### config.mk
export PLATFORM = sky130hd
export DESIGN_NAME = ram_dp_responder_flat
export DESIGN_NICKNAME = d
export VERILOG_FILES = /design/src/rtl/ram_dp_if.sv /design/src/rtl/ram_dp_responder.sv /design/src/flat_wrapper.sv
export SDC_FILE = /design/constraint.sdc
export NUM_CORES = 2
export LEC_CHECK = 0
export CAP_MARGIN = 10
export CORE_ASPECT_RATIO = 1.75
export CORE_MARGIN = 2
export CORE_UTILIZATION = 40
export CTS_CLUSTER_SIZE = 16
export DETAILED_ROUTE_END_ITERATION = 7
export PLACE_DENSITY = 0.61
export SLEW_MARGIN = 40
export SYNTH_ARGS = -nofsm -noshare
export SYNTH_HDL_FRONTEND = slang
export SYNTH_SLANG_ARGS = --single-unit
### constraint.sdc
create_clock -name clk -period 2.7 [get_ports clk]
set_input_delay 0.675 -clock clk [delete_from_list [all_inputs] [get_ports clk]]
set_output_delay 0.675 -clock clk [all_outputs]
set_load 0.005 [all_outputs]
### src/rtl/ram_dp_if.sv
// ============================================================================
//  Module   : ram_dp_if
//  Brief    : Write/read bus between the RAM environment and ram_dp_responder.
//             Parity signals exist only when RAM_PARITY_EN is defined.
//  Revision : 1.0
// ============================================================================
`default_nettype none

interface ram_dp_if #(
  parameter int ADDR_WIDTH = 8,
  parameter int DATA_WIDTH = 8
);
  logic                  we;
  logic [ADDR_WIDTH-1:0] wr_addr;
  logic [DATA_WIDTH-1:0] wr_din;
  logic                  re;
  logic [ADDR_WIDTH-1:0] rd_addr;
  logic [DATA_WIDTH-1:0] rd_dout;
  logic                  rd_valid;
  logic                  rd_unwritten;
`ifdef RAM_PARITY_EN
  logic                  wr_par_flip;
  logic                  rd_parity_err;

  modport master (
    output we, wr_addr, wr_din, re, rd_addr, wr_par_flip,
    input  rd_dout, rd_valid, rd_unwritten, rd_parity_err
  );
  modport slave (
    input  we, wr_addr, wr_din, re, rd_addr, wr_par_flip,
    output rd_dout, rd_valid, rd_unwritten, rd_parity_err
  );
`else
  modport master (
    output we, wr_addr, wr_din, re, rd_addr,
    input  rd_dout, rd_valid, rd_unwritten
  );
  modport slave (
    input  we, wr_addr, wr_din, re, rd_addr,
    output rd_dout, rd_valid, rd_unwritten
  );
`endif
endinterface

`default_nettype wire

### src/rtl/ram_dp_responder.sv
// ============================================================================
//  Module   : ram_dp_responder
//  Brief    : Simple dual-port synchronous RAM with pipelined, write-first read
//             path and per-word written flags. Optional macro RAM_PARITY_EN.
//  Revision : 1.0
// ============================================================================
`default_nettype none

module ram_dp_responder #(
  parameter int ADDR_WIDTH = 8,
  parameter int DATA_WIDTH = 8,
  parameter int RD_LATENCY = 1
) (
  input  wire logic clk,
  input  wire logic rst_n,
  ram_dp_if.slave   bus
);

  localparam int C_DEPTH = 2 ** ADDR_WIDTH;

  generate
    if (RD_LATENCY != 1 && RD_LATENCY != 2) begin : g_bad_latency
      $error("ram_dp_responder: RD_LATENCY must be 1 or 2");
    end
  endgenerate

  logic [DATA_WIDTH-1:0] r_mem [C_DEPTH];
  logic [C_DEPTH-1:0]    r_wflag;
`ifdef RAM_PARITY_EN
  logic                  r_par [C_DEPTH];
`endif

  // Array itself carries no reset; the flags decide whether contents are valid.
  always_ff @(posedge clk) begin
    if (bus.we) begin
      r_mem[bus.wr_addr] <= bus.wr_din;
`ifdef RAM_PARITY_EN
      r_par[bus.wr_addr] <= (^bus.wr_din) ^ bus.wr_par_flip;
`endif
    end
  end

  always_ff @(posedge clk or negedge rst_n) begin
    if (!rst_n) begin
      r_wflag <= '0;
    end else if (bus.we) begin
      r_wflag[bus.wr_addr] <= 1'b1;
    end
  end

  logic                  w_collide;
  logic [DATA_WIDTH-1:0] w_rsp_data;
  logic                  w_rsp_unwr;
  logic                  w_rsp_perr;

  assign w_collide = bus.we && (bus.wr_addr == bus.rd_addr);

  always_comb begin
    w_rsp_data = '0;
    w_rsp_unwr = 1'b0;
    w_rsp_perr = 1'b0;
    if (w_collide) begin
      w_rsp_data = bus.wr_din;
    end else if (!r_wflag[bus.rd_addr]) begin
      w_rsp_unwr = 1'b1;
    end else begin
      w_rsp_data = r_mem[bus.rd_addr];
`ifdef RAM_PARITY_EN
      w_rsp_perr = (^r_mem[bus.rd_addr]) != r_par[bus.rd_addr];
`endif
    end
  end

  // Feed into the output register: straight from the array (latency 1)
  // or through one extra pipeline stage (latency 2).
  logic                  w_fd_valid;
  logic [DATA_WIDTH-1:0] w_fd_data;
  logic                  w_fd_unwr;
  logic                  w_fd_perr;

  generate
    if (RD_LATENCY == 2) begin : g_lat2
      logic                  r_s1_valid;
      logic [DATA_WIDTH-1:0] r_s1_data;
      logic                  r_s1_unwr;
      logic                  r_s1_perr;

      always_ff @(posedge clk or negedge rst_n) begin
        if (!rst_n) begin
          r_s1_valid <= 1'b0;
          r_s1_data  <= '0;
          r_s1_unwr  <= 1'b0;
          r_s1_perr  <= 1'b0;
        end else begin
          r_s1_valid <= bus.re;
          if (bus.re) begin
            r_s1_data <= w_rsp_data;
            r_s1_unwr <= w_rsp_unwr;
            r_s1_perr <= w_rsp_perr;
          end
        end
      end

      assign w_fd_valid = r_s1_valid;
      assign w_fd_data  = r_s1_data;
      assign w_fd_unwr  = r_s1_unwr;
      assign w_fd_perr  = r_s1_perr;
    end else begin : g_lat1
      assign w_fd_valid = bus.re;
      assign w_fd_data  = w_rsp_data;
      assign w_fd_unwr  = w_rsp_unwr;
      assign w_fd_perr  = w_rsp_perr;
    end
  endgenerate

  logic                  r_rd_valid;
  logic [DATA_WIDTH-1:0] r_rd_dout;
  logic                  r_rd_unwr;
  logic                  r_rd_perr;

  // Data and unwritten flag hold between responses; the error bit pulses.
  always_ff @(posedge clk or negedge rst_n) begin
    if (!rst_n) begin
      r_rd_valid <= 1'b0;
      r_rd_dout  <= '0;
      r_rd_unwr  <= 1'b0;
      r_rd_perr  <= 1'b0;
    end else begin
      r_rd_valid <= w_fd_valid;
      r_rd_perr  <= w_fd_valid && w_fd_perr;
      if (w_fd_valid) begin
        r_rd_dout <= w_fd_data;
        r_rd_unwr <= w_fd_unwr;
      end
    end
  end

  assign bus.rd_valid     = r_rd_valid;
  assign bus.rd_dout      = r_rd_dout;
  assign bus.rd_unwritten = r_rd_unwr;
`ifdef RAM_PARITY_EN
  assign bus.rd_parity_err = r_rd_perr;
`else
  logic w_perr_unused;
  assign w_perr_unused = r_rd_perr;
`endif

  a_no_x_ctrl : assert property (@(posedge clk) disable iff (!rst_n)
    !$isunknown({bus.we, bus.re, bus.wr_addr, bus.rd_addr}))
    else $error("ram_dp_responder: X on control or address input");

endmodule

`default_nettype wire

### src/flat_wrapper.sv
// flat-port wrapper written by rule: the top's interface ports become plain ports
module ram_dp_responder_flat 
#(
  parameter int ADDR_WIDTH = 8,
  parameter int DATA_WIDTH = 8,
  parameter int RD_LATENCY = 1
)
  (clk, rst_n, bus_we, bus_wr_addr, bus_wr_din, bus_re, bus_rd_addr, bus_rd_dout, bus_rd_valid, bus_rd_unwritten);
  ram_dp_if #(.ADDR_WIDTH(ADDR_WIDTH), .DATA_WIDTH(DATA_WIDTH)) bus_i ();
  input  wire logic clk;
  input  wire logic rst_n;
  input wire logic [$bits(bus_i.we)-1:0] bus_we;
  input wire logic [$bits(bus_i.wr_addr)-1:0] bus_wr_addr;
  input wire logic [$bits(bus_i.wr_din)-1:0] bus_wr_din;
  input wire logic [$bits(bus_i.re)-1:0] bus_re;
  input wire logic [$bits(bus_i.rd_addr)-1:0] bus_rd_addr;
  output wire logic [$bits(bus_i.rd_dout)-1:0] bus_rd_dout;
  output wire logic [$bits(bus_i.rd_valid)-1:0] bus_rd_valid;
  output wire logic [$bits(bus_i.rd_unwritten)-1:0] bus_rd_unwritten;
  assign bus_i.we = bus_we;
  assign bus_i.wr_addr = bus_wr_addr;
  assign bus_i.wr_din = bus_wr_din;
  assign bus_i.re = bus_re;
  assign bus_i.rd_addr = bus_rd_addr;
  assign bus_rd_dout = bus_i.rd_dout;
  assign bus_rd_valid = bus_i.rd_valid;
  assign bus_rd_unwritten = bus_i.rd_unwritten;
  ram_dp_responder #(.ADDR_WIDTH(ADDR_WIDTH), .DATA_WIDTH(DATA_WIDTH), .RD_LATENCY(RD_LATENCY)) u_core (.clk(clk), .rst_n(rst_n), .bus(bus_i));
endmodule
# Word level (Yosys, flattened, before mapping)
# Memories as Yosys holds them, arrays and structs flattened.
# Cells that the tools add are included.
# W data, S select, Z words.
[op_classes] order_cmp=3 n_eq_ne=1 n_reduce_logical=2 bitwise_logic=1 muxes=10
[op_table] cell="$or A256 B256 Y256" count=1
[op_table] cell="$lt A8 B9 Y1 const B" count=2
[op_table] cell="$mux W8" count=2
[op_table] cell="$bmux W1 S8" count=1
[op_table] cell="$demux W1 S8" count=1
[op_table] cell="$eq A8 B8 Y1" count=1
[op_table] cell="$ge A8 B1 Y1 const B" count=1
[op_table] cell="$mux W1" count=6
[op_table] cell="$logic_and A1 B1 Y1" count=2
[totals] regBits=266 output_inout_bits=10 ramBits=2048 mem_count=1
[mem_list] memory="u_core.r_mem" words=256 width=8 rd=1 rd_clocked_by_memory_dff=0 write_ports=1 line_no="ram_dp_responder.sv:27" rtl="logic [DATA_WIDTH-1:0] r_mem [C_DEPTH];"

# Logic depth before layout (Yosys ltp)
[depth] ltp_word=5 ltp_mapped=14

# Worst setup path before layout
# No wires, ideal clock.
[synth_timing] kind="input to register" start="in bus_rd_addr[0]" end="reg u_core.r_rd_dout[1] (netlist: u_core.bus.rd_dout[1])" setup_slack_ns=-0.176 stages=10 t_required_ns=2.561 arrival_ns=2.737 n_path_buf=3 setup_time_ns=0.139 cell_sequence="buf_6 > buf_6 > buf_4 > mux4_2 > mux4_2 > nand2_1 > nand4_1 > or2_2 > nand4_1 > a31oi_1"
[synth_via] elab_chain_cells=4 word_cells_on_any_way=7
[synth_lines] element="start, declared" line_no="flat_wrapper.sv:16" rtl="input wire logic [$bits(bus_i.rd_addr)-1:0] bus_rd_addr;"
[synth_lines] element="$bmux W1 S8" line_no="ram_dp_responder.sv:64" rtl="end else if (!r_wflag[bus.rd_addr]) begin"
[synth_lines] element="$mux W1 (implied by the code)" line_no="ram_dp_responder.sv:64"
[synth_lines] element="$mux W8" line_no="ram_dp_responder.sv:64"
[synth_lines] element="$mux W8 *" line_no="ram_dp_responder.sv:62" rtl="if (w_collide) begin"
[synth_lines] element="end signal, assigned" line_no="ram_dp_responder.sv:132" rtl="r_rd_dout <= w_fd_data;"
[synth_lines] element="end, declared" line_no="ram_dp_responder.sv:117" rtl="logic [DATA_WIDTH-1:0] r_rd_dout;"
# Mark *: on every way between the ends. The rest lies on a longest branch, timed or not. The select of a mux whose other input is x is not followed.
# A chain may end at the register's enable or synchronous reset.

# Worst setup path after layout
[layout_timing] start="in bus_rd_addr[0]" end="reg u_core.r_rd_dout[0] (netlist: u_core.bus.rd_dout[0])"
# The elaborated chain is that of the path after synthesis.

==> metrics.log <==
INFO  metric outcome = completed
INFO  metric number_of_detailed_routing_iterations_run_before_antenna_repair = 5
INFO  metric syn2layout_area_growth = 20.54%
INFO  metric finalPower = 73.51 mW
INFO  metric post-route-drc-count = 0
INFO  metric power_switching = 16.27 mW
INFO  metric report.final.slew_viol_count = 0
INFO  metric final_nets = 5761
INFO  metric synth.yosys.warnings = 0
INFO  metric synthesis.nets = 4696
INFO  metric p_int = 57.25 mW
INFO  metric io_pins = 38
INFO  metric routedWlPerCell = 31.37 µm
INFO  metric post_synth_num_cell_types = 85
INFO  metric synth.ff_latch_count = 2314
INFO  metric crit_path_max_fanout = 14
INFO  metric core-area = 228200 µm²
INFO  metric hp-class = input port to flop
INFO  metric max-cap-violations = 0
INFO  metric layout_worst_path_cycle_share = 99.81%
INFO  metric antenna_found_initial = 8
INFO  metric die_area = 233500 µm²
INFO  metric cts-buffers-inserted = 195
INFO  metric timing.final.setup_violations = 0
INFO  metric fin_area = 110700 µm²
INFO  metric grt_first_pass_wirelength = 392900 µm
INFO  metric post-synth-top-area-cell = sky130_fd_sc_hd__edfxtp_1
INFO  metric clock.fmax = 371.1 MHz
INFO  metric finalWorstPathRequiredPeriod = 2.695 ns
INFO  metric insertion_delay = 0.86 ns
INFO  metric post_synth_inst_count = 4668
INFO  metric endpoint_kind = flop
INFO  metric synth-main-ff-cell = sky130_fd_sc_hd__edfxtp_1
INFO  metric tritoncts = built
INFO  metric multi_input_comb_area = 21630 µm²
INFO  metric p_clk_share = 38.7%
INFO  metric cp.required = 3.43 ns
INFO  metric worstSetupStartpointType = input port
INFO  metric synth.area.top_cells = sky130_fd_sc_hd__edfxtp_1 (67%), sky130_fd_sc_hd__mux4_2 (11%), sky130_fd_sc_hd__dfrtp_1 (7.3%), sky130_fd_sc_hd__mux2i_1 (2.2%), sky130_fd_sc_hd__or2_2 (1.8%)
INFO  metric switching_share = 22.13%
INFO  metric ir_drop = 0.6370 mV
INFO  metric globalRoute.totalOverflow = 0
INFO  metric grt_max_degree = 89
INFO  metric post_place_cell_area = 103900 µm²
INFO  metric synth-edff-count = 2048
INFO  metric detailedPlacementHpwl = 197800 µm
INFO  metric maximum_level_of_the_cts_h_tree = 4
INFO  metric path_class = input port to flop
INFO  metric post_route_cells_drive_above_1_share = 37.25%
INFO  metric cellLeakagePower = 39.47 nW
INFO  metric start_util = 40.24%
INFO  metric via_count_of_the_first_global_routing_pass = 52668
INFO  metric postRouteWirelength = 280200 µm
INFO  metric sequentialPowerShare = 53.8%
INFO  metric synth_seq_area_share = 74.24%
INFO  metric detailedPlace.worstSlack = -1.404 ns
INFO  metric cpPeakStageDelay = 0.54 ns
INFO  metric synth.avg_cell_area = 19.67 µm²
INFO  metric root_buf_cell = sky130_fd_sc_hd__clkbuf_16
INFO  metric cp_slowest_cell = sky130_fd_sc_hd__mux4_2
INFO  metric cts.path.max_buffers = 4
INFO  metric die_y = 637.8 µm
INFO  metric seqCellArea = 68160 µm²
INFO  metric finClkSkew = 0.03622 ns
INFO  metric fp.dieW = 366.1 µm
INFO  metric transition_time_at_the_pin_with_the_least_slew_margin = 0.7881 ns
INFO  metric grt_util_all_layers = 23.64%
INFO  metric clk_pin_slew = 0.07 ns
INFO  metric critPathArrivalTime = 3.43 ns
INFO  metric port_buffers = 37
INFO  metric power_per_cell_area = 664.3 nW/µm²
INFO  metric synth-async-reset-ratio = 11.50%
INFO  metric max-slew-margin-rel = 47.06%
INFO  metric power_frac_comb = 7.5%
INFO  metric finalWeightedCongestion = 0.9579
INFO  metric cts.sink_count = 2314
INFO  metric route.detailed.vias_per_inst = 5.696
INFO  metric postLayoutSetupSlackWorst = 0.005149 ns
INFO  metric routed-via-count = 50884
INFO  metric fin_tns_setup = 0 ns
INFO  metric area_fraction_of_the_dominant_cell_type_after_synthesis = 66.99%
INFO  metric post_synth_instance_area = 91800 µm²
INFO  metric cp_cell_sequence = buf_16, buf_16, mux4_2, mux2_2, a221oi_4, buf_4, o21ai_0, o21ai_0, buf_4, a2111oi_4, o311ai_1, o21ai_1
INFO  metric rows = 232
INFO  metric rsz0062_at_grt = yes
INFO  metric hold_slack = 0.2487 ns
INFO  metric hold_viol = 0
INFO  metric num-fill-cells = 18946
INFO  metric initialDrtViolationCount = 5475
INFO  metric ant_nets = 0
[per-layer routing]
layer,vias to the layer above,share of wire [%],track usage (%)
met5,-,0.026,0
met4,6,7.8,15.58
met3,674,5.5,2.715
met2,2166,52,42.02
met1,27063,35,26.88
li1,20975,-,-
[cells in the final DEF, fill, tap and decap left out, drive strengths merged, types with 9 or more instances in the layout]
cell | synthesis | routed
nand4 | 26 | 26
and2 | 12 | 12
mux4 | 507 | 507
nor3 | 29 | 29
o22ai | 51 | 51
nor2 | 300 | 300
or2 | 261 | 261
buf | 158 | 1102
a22oi | 41 | 41
clkinv | 0 | 59
inv | 9 | 12
o21ai | 39 | 39
dfrtp | 266 | 266
a221oi | 14 | 14
nor4 | 14 | 14
clkbuf | 109 | 276
nand3 | 63 | 63
mux2i | 199 | 199
a31oi | 26 | 26
a2111oi | 10 | 10
a211oi | 14 | 14
and3 | 13 | 13
bufinv | 0 | 17
nand2b | 16 | 16
mux2 | 31 | 31
o221ai | 42 | 42
nand2 | 176 | 176
o31ai | 9 | 9
clkdlybuf4s50 | 0 | 21
a21oi | 68 | 68
nor2b | 25 | 25
edfxtp | 2048 | 2048
[power by group through the flow]
stage	Combinational (mW)	Clock (mW)	Sequential [mW]
CTS	5.43	28.8	39.5
detailed placement	5.36	0	40.3
floorplan	2.49	0	40.2
global placement	5.31	0	40.3
finish	5.51	28.4	39.6
global route	5.70	30.0	39.6
[cells by family after synthesis]
logic type                count (synthesis)  share of synthesized area, %
DFF                                    2314                         74.24
and+or+nand+nor                         959                         5.178
muxes                                   737                         15.22
AOI/OAI and AO/OA                       373                         2.850
buffers and inverters                   277                         2.434
xor gates and xnor gates                  8                       0.07633
[cell type report]
class / count / area share (%)
Tap cell: 3042 / 3.440
Inverter: 9 / 0.04071
Timing Repair Buffer: 1136 / 9.723
Sequential cell: 2314 / 61.59
Multi-Input combinational cell: 2077 / 19.55
Antenna cell: 4 / 0.009046
Clock inverter: 84 / 0.8028
Clock buffer: 267 / 4.844
[path summary, 6_finish.rpt]
check | startpoint | to | slack, ns | cells after the start
max in group asynchronous | rst_n | u_core.r_wflag[47] | 1.40 | 3
min | bus_wr_din[2] | u_core.r_mem[119][2] | 0.25 | 1
min in group asynchronous | rst_n | u_core.r_wflag[72] | 0.36 | 2
min reg2reg | u_core.r_wflag[137] | u_core.r_wflag[137] | 0.46 | 1
max | bus_rd_addr[0] | u_core.bus.rd_dout[0] | 0.005 | 12
max reg2reg | u_core.r_wflag[100] | u_core.bus.rd_unwritten | 0.07 | 8
[what timing repair did]
item	CTS	global route
setup buffers	0	10
setup endpoints to repair	11	9
resized for setup	30	38
hold endpoints to repair	35	0
pin swaps	3	4
cloned	2	1
hold buffers	1	0
[through the flow]
stage	cells	utilization [%]
4_1_cts	8918	48.38
5_1_grt	8931	48.50
3_3_place_gp	8564	45.53
3_5_place_dp	8564	45.53
6_report	8933	48.50
2_1_floorplan	4668	-
[critical path, delay by kind of cell]
kind | cells | cell delay, ns
AO/OA/AOI/OAI | 6 | 0.87
buffers and inverters | 4 | 0.85
multiplexers | 2 | 0.86
[state kept, by name, indices dropped and copies added, names as in the netlist]
signal	cells
u_core.r_mem	2048
u_core.r_wflag	256
u_core.bus.rd_dout	8
u_core.bus.rd_unwritten	1
u_core.bus.rd_valid	1
[synthesized netlist by cell type (all sizes together), types with 16 or more instances]
library cell,n
a22oi,41
a31oi,26
mux2,31
nor3,29
nand4,26
nor2,300
mux4,507
nand3,63
o221ai,42
mux2i,199
or2,261
nor2b,25
nand2b,16
a21oi,68
dfrtp,266
buf,158
clkbuf,109
o21ai,39
o22ai,51
edfxtp,2048
nand2,176
(Power assumes the default switching activity.)
